### config.mk
export PLATFORM = sky130hd
export DESIGN_NAME = ccw_fifo
export DESIGN_NICKNAME = d
export VERILOG_FILES = /design/src/rtl/ccw_fifo.sv
export SDC_FILE = /design/constraint.sdc
export NUM_CORES = 1
export LEC_CHECK = 0
export CAP_MARGIN = 20
export CELL_PAD_IN_SITES_DETAIL_PLACEMENT = 0
export CELL_PAD_IN_SITES_GLOBAL_PLACEMENT = 1
export CORE_ASPECT_RATIO = 0.75
export CORE_UTILIZATION = 55
export DETAILED_ROUTE_END_ITERATION = 16
export GPL_ROUTABILITY_DRIVEN = 0
export PLACE_DENSITY = 0.88
export SLEW_MARGIN = 0
export SYNTH_ARGS = -nofsm -noshare
export SYNTH_HDL_FRONTEND = slang
export SYNTH_SLANG_ARGS = --single-unit
### constraint.sdc
create_clock -name clk -period 6.02 [get_ports clk]
set_input_delay 0.903 -clock clk [delete_from_list [all_inputs] [get_ports clk]]
set_output_delay 0.903 -clock clk [all_outputs]
set_load 0.01 [all_outputs]
### src/rtl/ccw_fifo.sv
// ccw_fifo: byte FIFO with a registered first-word-fall-through head, feeding the HSI master.
//   clk, rst            : clock and synchronous active-high reset
//   wr_en, d            : write strobe and byte
//   full, afull         : occupancy == DEPTH, occupancy >= AF_LEVEL
//   rd_en, q, rdy       : pop strobe, head byte, head valid
//   flush               : discard all contents
//   count               : stored bytes including the byte on q
//   ovf, unf, clr_err   : sticky overflow/underflow flags and their clear
module ccw_fifo #(
   parameter int DEPTH    = 16,
   parameter int AF_LEVEL = 12
) (
   input  logic                     clk,
   input  logic                     rst,
   input  logic                     wr_en,
   input  logic [7:0]               d,
   output logic                     full,
   output logic                     afull,
   input  logic                     rd_en,
   output logic [7:0]               q,
   output logic                     rdy,
   input  logic                     flush,
   output logic [$clog2(DEPTH):0]   count,
   output logic                     ovf,
   output logic                     unf,
   input  logic                     clr_err
);
   localparam int AW = $clog2(DEPTH);
   localparam int CW = AW + 1;
   typedef enum logic [1:0] {EMPTY, VALID, FULL} state_t;
   state_t            state;
   logic [7:0]        mem [DEPTH];
   logic [AW-1:0]     wptr, rptr;
   logic              pop, wr_ok, load, rdy_nxt;
   logic [CW-1:0]     count_nxt;
   assign rdy  = state != EMPTY;
   assign full = state == FULL;
   // The array holds every stored byte except the one already copied to q,
   // so the head is refilled whenever q is empty or being popped.
   always_comb begin
      pop       = rd_en & rdy;
      wr_ok     = wr_en & (~full | pop);
      load      = (count != CW'(rdy)) & (~rdy | pop);
      rdy_nxt   = load | (rdy & ~pop);
      count_nxt = count + CW'(wr_ok) - CW'(pop);
   end
   always_ff @(posedge clk) begin
      if (rst) begin
         state <= EMPTY;
         wptr  <= '0;
         rptr  <= '0;
         count <= '0;
         afull <= 1'b0;
         q     <= 8'h00;
         ovf   <= 1'b0;
         unf   <= 1'b0;
      end else if (flush) begin
         state <= EMPTY;
         wptr  <= '0;
         rptr  <= '0;
         count <= '0;
         afull <= 1'b0;
         ovf   <= ovf & ~clr_err;
         unf   <= unf & ~clr_err;
      end else begin
         if (wr_ok) wptr <= wptr + 1'b1;
         if (load) begin
            q    <= mem[rptr];
            rptr <= rptr + 1'b1;
         end
         count <= count_nxt;
         afull <= count_nxt >= CW'(AF_LEVEL);
         state <= !rdy_nxt ? EMPTY : (count_nxt == CW'(DEPTH)) ? FULL : VALID;
         ovf   <= (ovf & ~clr_err) | (wr_en & full & ~pop);
         unf   <= (unf & ~clr_err) | (rd_en & ~rdy);
      end
   end
   always_ff @(posedge clk) begin
      if (!rst && !flush && wr_ok) mem[wptr] <= d;
   end
endmodule

Word-level counts from Yosys, hierarchy flattened
Memories as Yosys holds them, arrays and structs flattened. A register that Yosys moved wholly into a read port is not among the register bits. Index checks and enable logic that the tools add are counted.

Add/sub/neg operators: 4. $lt $le $gt $ge: 1. Equality and inequality tests: 3. Mux-type cells: 5. Bitwise gates (word level): 20. Reduce and logical (&&, ||, !) cells: 8.

Operator list (number): 1-bit bitwise AND (9); 4-bit by 1-bit adder with 4-bit output, second input constant (2); 1-bit NOT (6); 5-bit by 1-bit adder with 5-bit output (1); 5-bit equality test, second input constant (1); 5-bit by 4-bit >= comparator with 1-bit output, second input constant (1); 5-bit by 1-bit != test with 1-bit output (1); 1-bit OR (5); 5-bit by 1-bit subtractor with 5-bit output (1); 1-bit 2-to-1 mux (4); 3-bit OR reduction (1); 2-bit equality test, second input constant (1); 1-bit logical AND (2); 1-bit logical NOT (2); 2-bit 2-to-1 mux (1); 2-bit AND reduction (1); 2-bit nonzero test (1); 2-bit OR reduction (1).

Register bits after elaboration: 18. RAM bits: 128. Input bits: 14. Output and inout port bits: 18. Word-level logic and storage cells: 49. Memories: 1.

Memory list: mem (depth 16, bits a word 8, rd ports 1, clocked after Yosys merged registers in 1, wr ports 1, RTL line 32) `logic [7:0] mem [DEPTH];`.

Logic depth before layout (Yosys ltp)
Gate-level depths: netlist of the first run.

Depth in word-level cells: 8. Gate-level depth with buffers: 14. Mapped depth without buffers: 13.

Least setup slack after synthesis of the first run
No wires, ideal clock.

Path type: input-to-reg. Start point: input rd_en. End point: register state[1]. Library setup time: 0.091 ns. Data arrival time: 3.031 ns. Data required time: 5.929 ns. Slack: 2.898 ns. Cell stages on the path: 14. Path buffers: 1. Cell sequence: nor3b_1 nor2b_1 clkbuf_1 inv_1 ha_1 inv_1 ha_1 inv_1 fa_1 nand2b_1 a21oi_1 nor2_1 xor2_1 nor4bb_1.

Longest elaborated chain between the ends: 7. Elaborated cells on any way between the ends: 14. Those cells by class: add/sub: 2; eq/ne: 1; mux: 1; bitwise: 9; reduce/logical: 1.

Ends and longest elaborated chain: from (decl) (RTL line 19) `input logic rd_en,`; 1-bit bitwise AND * (RTL line 41) `pop = rd_en & rdy;`; 1-bit OR (RTL line 42) `wr_ok = wr_en & (~full | pop);`; 1-bit bitwise AND (RTL line 42); 5-bit by 1-bit adder with 5-bit output (RTL line 45) `count_nxt = count + CW'(wr_ok) - CW'(pop);`; 5-bit by 1-bit subtractor with 5-bit output (RTL line 45); 5-bit equality test (RTL line 73) `state <= !rdy_nxt ? EMPTY : (count_nxt == CW'(DEPTH)) ? FULL : VALID;`; 2-bit 2-to-1 mux (RTL line 73); to (signal assigned) (RTL line 73); to (decl) (RTL line 31) `state_t state;`.

Mark *: on every way between the ends. The rest lies on a longest branch, timed or not. A chain may end at the register's enable or synchronous reset.

Final worst setup path of the first run
Same ends and word-level chain as after synthesis.

==> results of run 1 <==
==> cell type report <==
| type | instances | area (sq um) | area share (%) |
|---|---|---|---|
| clock buffers | 28 | 572 | 7.83 |
| clock inverters | 4 | 21.3 | 0.291 |
| inverters | 13 | 48.8 | 0.668 |
| flip-flops and latches | 154 | 4370 | 59.8 |
| multi-input cells | 179 | 1780 | 24.4 |
| repair buffers | 33 | 338 | 4.63 |
| well taps | 140 | 175 | 2.40 |
==> kinds of logic after synthesis <==
kind of cell	after synthesis	share of synthesized area, %
flip-flops	154	68.8
AND/OR/NAND/NOR	78	5.76
multiplexers	52	15.6
buffers and inverters	30	3.08
AO/OA/AOI/OAI	25	2.57
XOR/XNOR	12	1.66
adder cells (fa/ha/maj)	12	2.49
==> final timing paths <==
check                              start  endpoint  slack, ps  cells after the start
worst min-delay path                 unf       unf        480                      2
worst max-delay path               rd_en  state[1]       2400                     14
worst max register to register  state[1]  state[1]       3010                     13
worst min register to register       unf       unf        480                      2
==> flip-flops by register name (all words and copies together), names as in the netlist, 2 cells and up <==
name,count
count,5
mem,128
q,8
rptr,4
state,2
wptr,4
==> stage by stage <==
step                      hold WS [ps]  setup WS, ps  utilization [%]  total power, W
after floorplan                    489          2900                -         0.00133
after global placement             464          2100             60.4         0.00140
after detailed placement           470          2000             60.4         0.00141
after CTS                          481          2440             65.8         0.00244
after global routing               521          2190             66.0         0.00250
final                              477          2400             66.0         0.00242
==> critical path, stage by stage <==
cell	delay, ps
clkdlybuf4s50_1	540
nor3b_1	90
nor2b_1	470
inv_1	100
ha_1	310
inv_1	60
ha_1	150
inv_1	50
fa_1	400
nand2b_1	160
a21oi_1	140
nor2_1	80
xor2_1	170
nor4bb_1	310
==> synthesized netlist by cell type, types with 6 or more instances <==
library cell,instances,area share (%)
mux2i_1,13,2.1
nand2_1,6,0.36
dfxtp_1,26,8.2
xnor2_1,8,1.1
mux4_1,16,6.6
a21oi_1,13,1.0
mux4_2,16,5.7
edfxtp_1,128,61
ha_1,11,2.2
mux2_2,7,1.2
nor2_1,48,2.8
a211oi_1,7,0.83
inv_1,13,0.77
==> power breakdown <==
part / internal [W] / switching [W]
clock network: 0.000647 / 0.000392
registers: 0.00117 / 0.0000146
logic: 0.0000947 / 0.000103
total: 0.00191 / 0.000509
==> routing by layer <==
metal / vias up / GRT usage, %
met4: 0 / 10.2
met2: 104 / 34.8
li1: 1475 / -
met5: - / 0
met3: 20 / 6.57
met1: 1609 / 30.9
==> results.yml, run 1 <==
hold_path:
  hold_class: "reg2reg"
synthesis:
  synthesis.instances: 363
  synth_edf_count: 128
  ys_seq_elements: 154
  syn_area_per_cell_sq_um: 17.5
  syn_nets: 389
  async_flop_share_pct: 0
  synth.distinct_cells: 38
  ys.warnings.count: 0
  synth_area_sq_um: 6340
  synth_flop_cell: "edfxtp_1"
  yosysSeqAreaShare_pct: 68.8
cts:
  htreeDepth: 4
  cts.sinks: 154
  cts_resized: 0
  cts-root-buf: "clkbuf_16"
  cts_tree: "done"
  clockBufferDepth: 2
  cts_buffers: 17
  path_clk_slew_ps: 60
  clkLatencyLatePin_ps: 420
  hold_buffers: 0
  post-cts-setup-buffers: 0
routing:
  met3_length_um: 776
  drc: 0
  maxUsedRoutingLayer: "met4"
  viasPerCell: 5.82
  route.detailed.wl_per_inst_um: 22.2
  vias: 3208
  drtAntennaViolNets: 0
  wl_met2_um: 5440
  wl_met1_um: 5810
  wirelength_um: 12200
  drt_iter0_drc: 275
  drt_pre_antenna_iters: 5
timing:
  finalCriticalPeriod_ps: 3620
  tns_ps: 0
  relSlewSlack_pct: 27.5
  timing_hold_violations_final: 0
  timing.fmax_mhz: 276
  drv_slew: 0
  worst_pin_slew_ps: 1080
  rsz0062_at_grt: "no"
  period_share_pct: 60.1
  fin_skew_ps: 9.96
  finalSetupViolations: 0
layout:
  fin_nets: 424
  fillers: 773
  drive_above_1_share_pct: 13.6
  finalInstanceArea_sq_um: 7300
  layoutNonFillerInstCount: 551
  final_cell_mix: "128 x edfxtp_1, 48 x nor2_1, 31 x clkdlybuf4s50_1, 24 x dfxtp_1, 21 x clkbuf_16"
  antenna_cells: 0
  area_growth_syn_to_layout_pct: 15.2
  layout_commonest_cell: "edfxtp_1"
floorplan:
  rows: 33
  start_util_pct: 57.3
  die_w_um: 126
  die_area_sq_um: 12000
  core_area_sq_um: 11100
  top_level_ports: 32
  die_y_um: 95.0
setup_path:
  cp-start-kind: "input port"
  worst-path-max-fanout: 8
  end_kind: "flip-flop"
  cp.required_ps: 6340
  path_class: "in2reg"
  cp.arrival_ps: 3940
global_routing:
  grt_max_degree: 35
  globalRouteTotalUtil_pct: 22.8
  grt_remaining_overflow: 0
  first_global_vias: 3186
  grt_antenna_before_repair: 0
  grt_pass1_wl_um: 18600
place:
  placed_cell_area_sq_um: 6690
  dp_hpwl_um: 7640
  dp_cells: 518
  port_buffers: 31
power:
  leakage_nw: 2.37
  powerDensity_nw_per_um2: 332
  vdd_ir_drop_max_mv: 0.236
run:
  maxCapViolCount: 0
outcome:
  status: "finished clean"
Power figures use the tool's default switching activity.
==> inputs of run 2 (changes only) <==
Settings changed: CORE_UTILIZATION 55 to 51, PLACE_DENSITY 0.88 to 0.82.
Clock period 6.02 ns to 3.6 ns, I/O delays scaled along.
==> run 2 against run 1 <==
Against the previous run: non-clock buffer count up 18; first-iteration DRC count up 2.5%; setup slack worse by 1800 ps; via count up 0.50%; count of clock-buffer cells in the layout down 10; worst hold slack worse by 7.3 ps; clock skew down 1.9 ps; utilization down 3.5 points; routed wire length down 3.6%.
==> results.yml, run 2 (synthesized netlist as in run 1, its figures left out) <==
floorplan:
  core_area_sq_um: 11900
  die_w_um: 131
  die_area_sq_um: 12900
  rows: 34
  die_y_um: 98.6
  start_util_pct: 53.4
  top_level_ports: 32
timing:
  relSlewSlack_pct: 52.2
  drv_slew: 0
  period_share_pct: 82.5
  tns_ps: 0
  rsz0062_at_grt: "no"
  timing.fmax_mhz: 337
  finalSetupViolations: 0
  worst_pin_slew_ps: 715
  timing_hold_violations_final: 0
  finalCriticalPeriod_ps: 2970
  fin_skew_ps: 8.11
power:
  powerDensity_nw_per_um2: 533
  vdd_ir_drop_max_mv: 0.383
  leakage_nw: 2.43
  report.power.total_w: 0.00395
routing:
  wirelength_um: 11800
  drt_pre_antenna_iters: 4
  drc: 0
  vias: 3224
  drtAntennaViolNets: 0
  route.detailed.wl_per_inst_um: 19.9
  drt_iter0_drc: 282
  viasPerCell: 5.46
layout:
  antenna_cells: 0
  regArea_sq_um: 4370
  drive_above_1_share_pct: 17.9
  fin_nets: 442
  largest-register: "mem"
  final_util_pct: 62.5
  fillers: 851
  multi_input_comb_area_sq_um: 1780
  layout_commonest_cell: "edfxtp_1"
  area_growth_syn_to_layout_pct: 16.9
  largest_register_ff_count: 128
  top_regs: "mem (128), q (8), count (5)"
  final_cell_mix: "128 x edfxtp_1, 48 x nor2_1, 31 x clkdlybuf4s50_1, 25 x dfxtp_1, 20 x buf_4"
hold_path:
  hold_class: "reg2reg"
  whs_path_depth: 2
setup_path:
  cp-start-kind: "input port"
  worst-path-max-fanout: 5
  cp.required_ps: 3930
  reg2reg_depth: 13
  end_kind: "flip-flop"
  cp.arrival_ps: 3290
  path_class: "in2reg"
cts:
  clkLatencyLatePin_ps: 420
  post-cts-setup-buffers: 0
  hold_buffers: 0
  cts.sinks: 154
  cts_resized: 0
  cts_buffers: 17
  cts_tree: "done"
  htreeDepth: 4
  cts-root-buf: "clkbuf_16"
  clockBufferDepth: 2
  path_clk_slew_ps: 60
place:
  port_buffers: 31
  dp_hpwl_um: 7850
global_routing:
  first_global_vias: 3363
  grt_antenna_before_repair: 0
  grt_max_degree: 35
  grt_pass1_wl_um: 18800
  globalRouteTotalUtil_pct: 20.8
  grt_remaining_overflow: 0
outcome:
  status: "finished clean"
run:
  maxCapViolCount: 0
## run 2: layer usage
| metal | GRT usage [%] | share of wire, % | vias up |
|---|---|---|---|
| met5 | 0 | 0 | - |
| met1 | 29.9 | 47 | 1617 |
| met2 | 30.5 | 46 | 83 |
| met4 | 7.16 | 1.0 | 0 |
| li1 | - | - | 1510 |
| met3 | 6.08 | 5.4 | 14 |
## run 2: worst paths after layout
kind	startpoint	to	slack [ps]
setup / recovery	rd_en	state[1]	630
hold / removal	ovf	ovf	470
hold reg to reg	ovf	ovf	470
setup reg to reg	state[1]	state[1]	860
## run 2: final cells by class
| type | instances | share of cell area [%] |
|---|---|---|
| Clock inverter | 14 | 1.70 |
| Sequential cell | 154 | 58.9 |
| Multi-Input combinational cell | 179 | 24.0 |
| Tap cell | 162 | 2.73 |
| Clock buffer | 18 | 5.79 |
| Inverter | 13 | 0.658 |
| Timing Repair Buffer | 51 | 6.21 |
## run 2: critical path, cell delays in order
cell             delay, ps
clkdlybuf4s50_1        480
nor3b_1                340
nor2b_1                120
inv_1                   70
ha_1                   230
inv_1                   60
ha_1                   150
inv_1                   50
fa_1                   380
nand2b_1               160
a21oi_1                160
nor2_1                  90
xor2_1                 180
nor4bb_1               280
## run 2: power by group
| group | switching [W] | internal [W] |
|---|---|---|
| Sequential | 0.0000295 | 0.00196 |
| Clock | 0.000688 | 0.000950 |
| Combinational | 0.000167 | 0.000159 |
| Total | 0.000884 | 0.00307 |
## run 2: stage by stage
step	setup WS [ps]	instances	instance area [sq um]	hold WS (ps)
finish	632	591	7410	470
global route	448	591	7410	497
CTS	661	591	7410	475
detailed placement	247	559	6860	467
global placement	407	559	6860	463
floorplan	841	363	6340	489
==> inputs of run 3 (changes only) <==
Settings changed: CORE_UTILIZATION 51 to 46, PLACE_DENSITY 0.82 to 0.79.
Clock period 3.6 ns to 2.6 ns, I/O delays scaled along.
==> run 3 against run 2 <==
Against the previous run: die area increased by 11%; sequential power increased by 38%; sequential share of layout area decreased by 1.8 points; worst hold slack got worse by 6.5 ps; critical endpoint unchanged; power increased by 43%; critical path type unchanged; final cell count increased by 4.2%; register-to-register slack got worse by 730 ps.
==> results.yml, run 3 (synthesized netlist as in run 1, its figures left out) <==
timing:
  finalSetupViolations: 0
  fin_skew_ps: 7.38
  relSlewSlack_pct: 54.5
  timing_hold_violations_final: 0
  tns_ps: 0
  finalCriticalPeriod_ps: 2480
  worst_pin_slew_ps: 681
  timing.fmax_mhz: 404
  drv_slew: 0
  period_share_pct: 95.3
place:
  port_buffers: 31
  dp_hpwl_um: 7780
  dp_cells: 584
cts:
  clockBufferDepth: 2
  hold_buffers: 0
  cts_tree: "done"
  cts.sinks: 154
  cts-root-buf: "clkbuf_16"
  path_clk_slew_ps: 70
  cts_buffers: 17
  htreeDepth: 4
  clkLatencyLatePin_ps: 420
  post-cts-setup-buffers: 0
floorplan:
  core_area_sq_um: 13200
  die_w_um: 138
  start_util_pct: 48.0
  rows: 36
  die_y_um: 104
  die_area_sq_um: 14300
  top_level_ports: 32
setup_path:
  slowest_stage: "clkdlybuf4s50_1"
  cp.arrival_ps: 2800
  cpMostUsedCell: "inv_1"
  slowest_delay_ps: 480
  cp_cell_sequence: "clkdlybuf4s50_1 -> nor2b_1 -> inv_1 -> ha_1 -> inv_1 -> ha_2 -> inv_1 -> fa_2 -> nand2b_4 -> a21oi_4 -> nor2_2 -> xor2_2 -> nor4bb_1"
  cp-start-kind: "input port"
  worst-path-max-fanout: 3
  end_kind: "flip-flop"
  path_class: "in2reg"
  cp.required_ps: 2920
global_routing:
  grt_max_degree: 35
  grt_pass1_wl_um: 18600
  first_global_vias: 3315
  globalRouteTotalUtil_pct: 18.6
  grt_remaining_overflow: 0
  grt_antenna_before_repair: 0
routing:
  drt_pre_antenna_iters: 4
  route.detailed.wl_per_inst_um: 19.3
  drt_iter0_drc: 237
  drtAntennaViolNets: 0
  wirelength_um: 11900
  drc: 0
  vias: 3301
  viasPerCell: 5.36
layout:
  fin_nets: 458
  largest_register_ff_count: 128
  drive_above_1_share_pct: 23.6
  top_regs: "mem (128), q (8), count (5)"
  largest-register: "mem"
  final_cell_mix: "128 x edfxtp_1, 46 x nor2_1, 34 x buf_4, 30 x clkdlybuf4s50_1, 23 x dfxtp_1"
  fillers: 1007
  layout_commonest_cell: "edfxtp_1"
  layoutNonFillerInstCount: 616
  antenna_cells: 0
  area_growth_syn_to_layout_pct: 20.6
power:
  powerDensity_nw_per_um2: 740
  vdd_ir_drop_max_mv: 0.606
  report.power.total_w: 0.00566
  leakage_nw: 2.55
hold_path:
  hold_class: "in2reg"
run:
  maxCapViolCount: 0
outcome:
  status: "finished clean"
[run 3: cell count changes in the layout (fill, tap and decap cells not counted), moves of 2 or more]
cell and change:
inv_6 +3, buf_12 +2, clkinvlp_4 -2, clkinv_2 -3, buf_4 +14, dfxtp_2 +2, nor2_2 +2, inv_8 +4
dfxtp_1 -2, nor2_1 -2
[run 3: final cells by class]
class	count	area, sq um	area share [%]
flip-flops and latches	154	4370	57.1
clock buffers	17	425	5.56
well taps	171	214	2.80
repair buffers	67	608	7.95
multi-input cells	179	1820	23.9
inverters	13	48.8	0.638
clock inverters	15	159	2.08
[run 3: final timing paths]
| check | startpoint | end | slack (ps) | cells past startpoint |
|---|---|---|---|---|
| worst max-delay path | wr_en | state[1] | 120 | 13 |
| worst min-delay path | rd_en | unf | 460 | 4 |
| worst max register to register | state[1] | state[1] | 130 | 13 |
| worst min register to register | unf | unf | 470 | 2 |
[run 3: critical path: cells and delay by family]
kind	cells	cell delay, ps
AO/OA/AOI/OAI	1	110
buffers and inverters	4	650
adder cells (fa/ha/maj)	3	790
XOR/XNOR	1	160
AND/OR/NAND/NOR	4	690
[run 3: where the power goes]
group / total [W] / internal (W) / leakage, nW / switching (W)
clock: 0.00241 / 0.00136 / 0.279 / 0.00105
combinational: 0.000506 / 0.000254 / 0.911 / 0.000252
sequential: 0.00274 / 0.00271 / 1.36 / 0.0000312
[run 3: routing by layer]
metal	part of all wire (%)	vias to the layer above	wire, um	global-route usage, %
li1	-	1545	-	-
met1	49	1686	5850	27.5
met2	46	59	5500	27.0
met3	3.8	11	452	4.85
met4	0.89	0	106	5.42
met5	0	-	0	0
[run 3: timing repair]
action                                  CTS  global route
hold endpoints to repair                  0             0
endpoints found under the setup margin    1             4
pin swaps                                 1             2
gates resized for setup                   1            12
[run 3: stage by stage]
stage | area (sq um) | util, % | hold WS (ps) | setup WS, ps
final | 7650 | 57.9 | 463 | 123
after detailed placement | 7010 | 53.1 | 464 | -461
after CTS | 7600 | 57.6 | 476 | 12.7
after global placement | 7010 | 53.1 | 462 | -368
after global routing | 7650 | 57.9 | 501 | -14.8
after floorplan | 6340 | - | 489 | 23.5
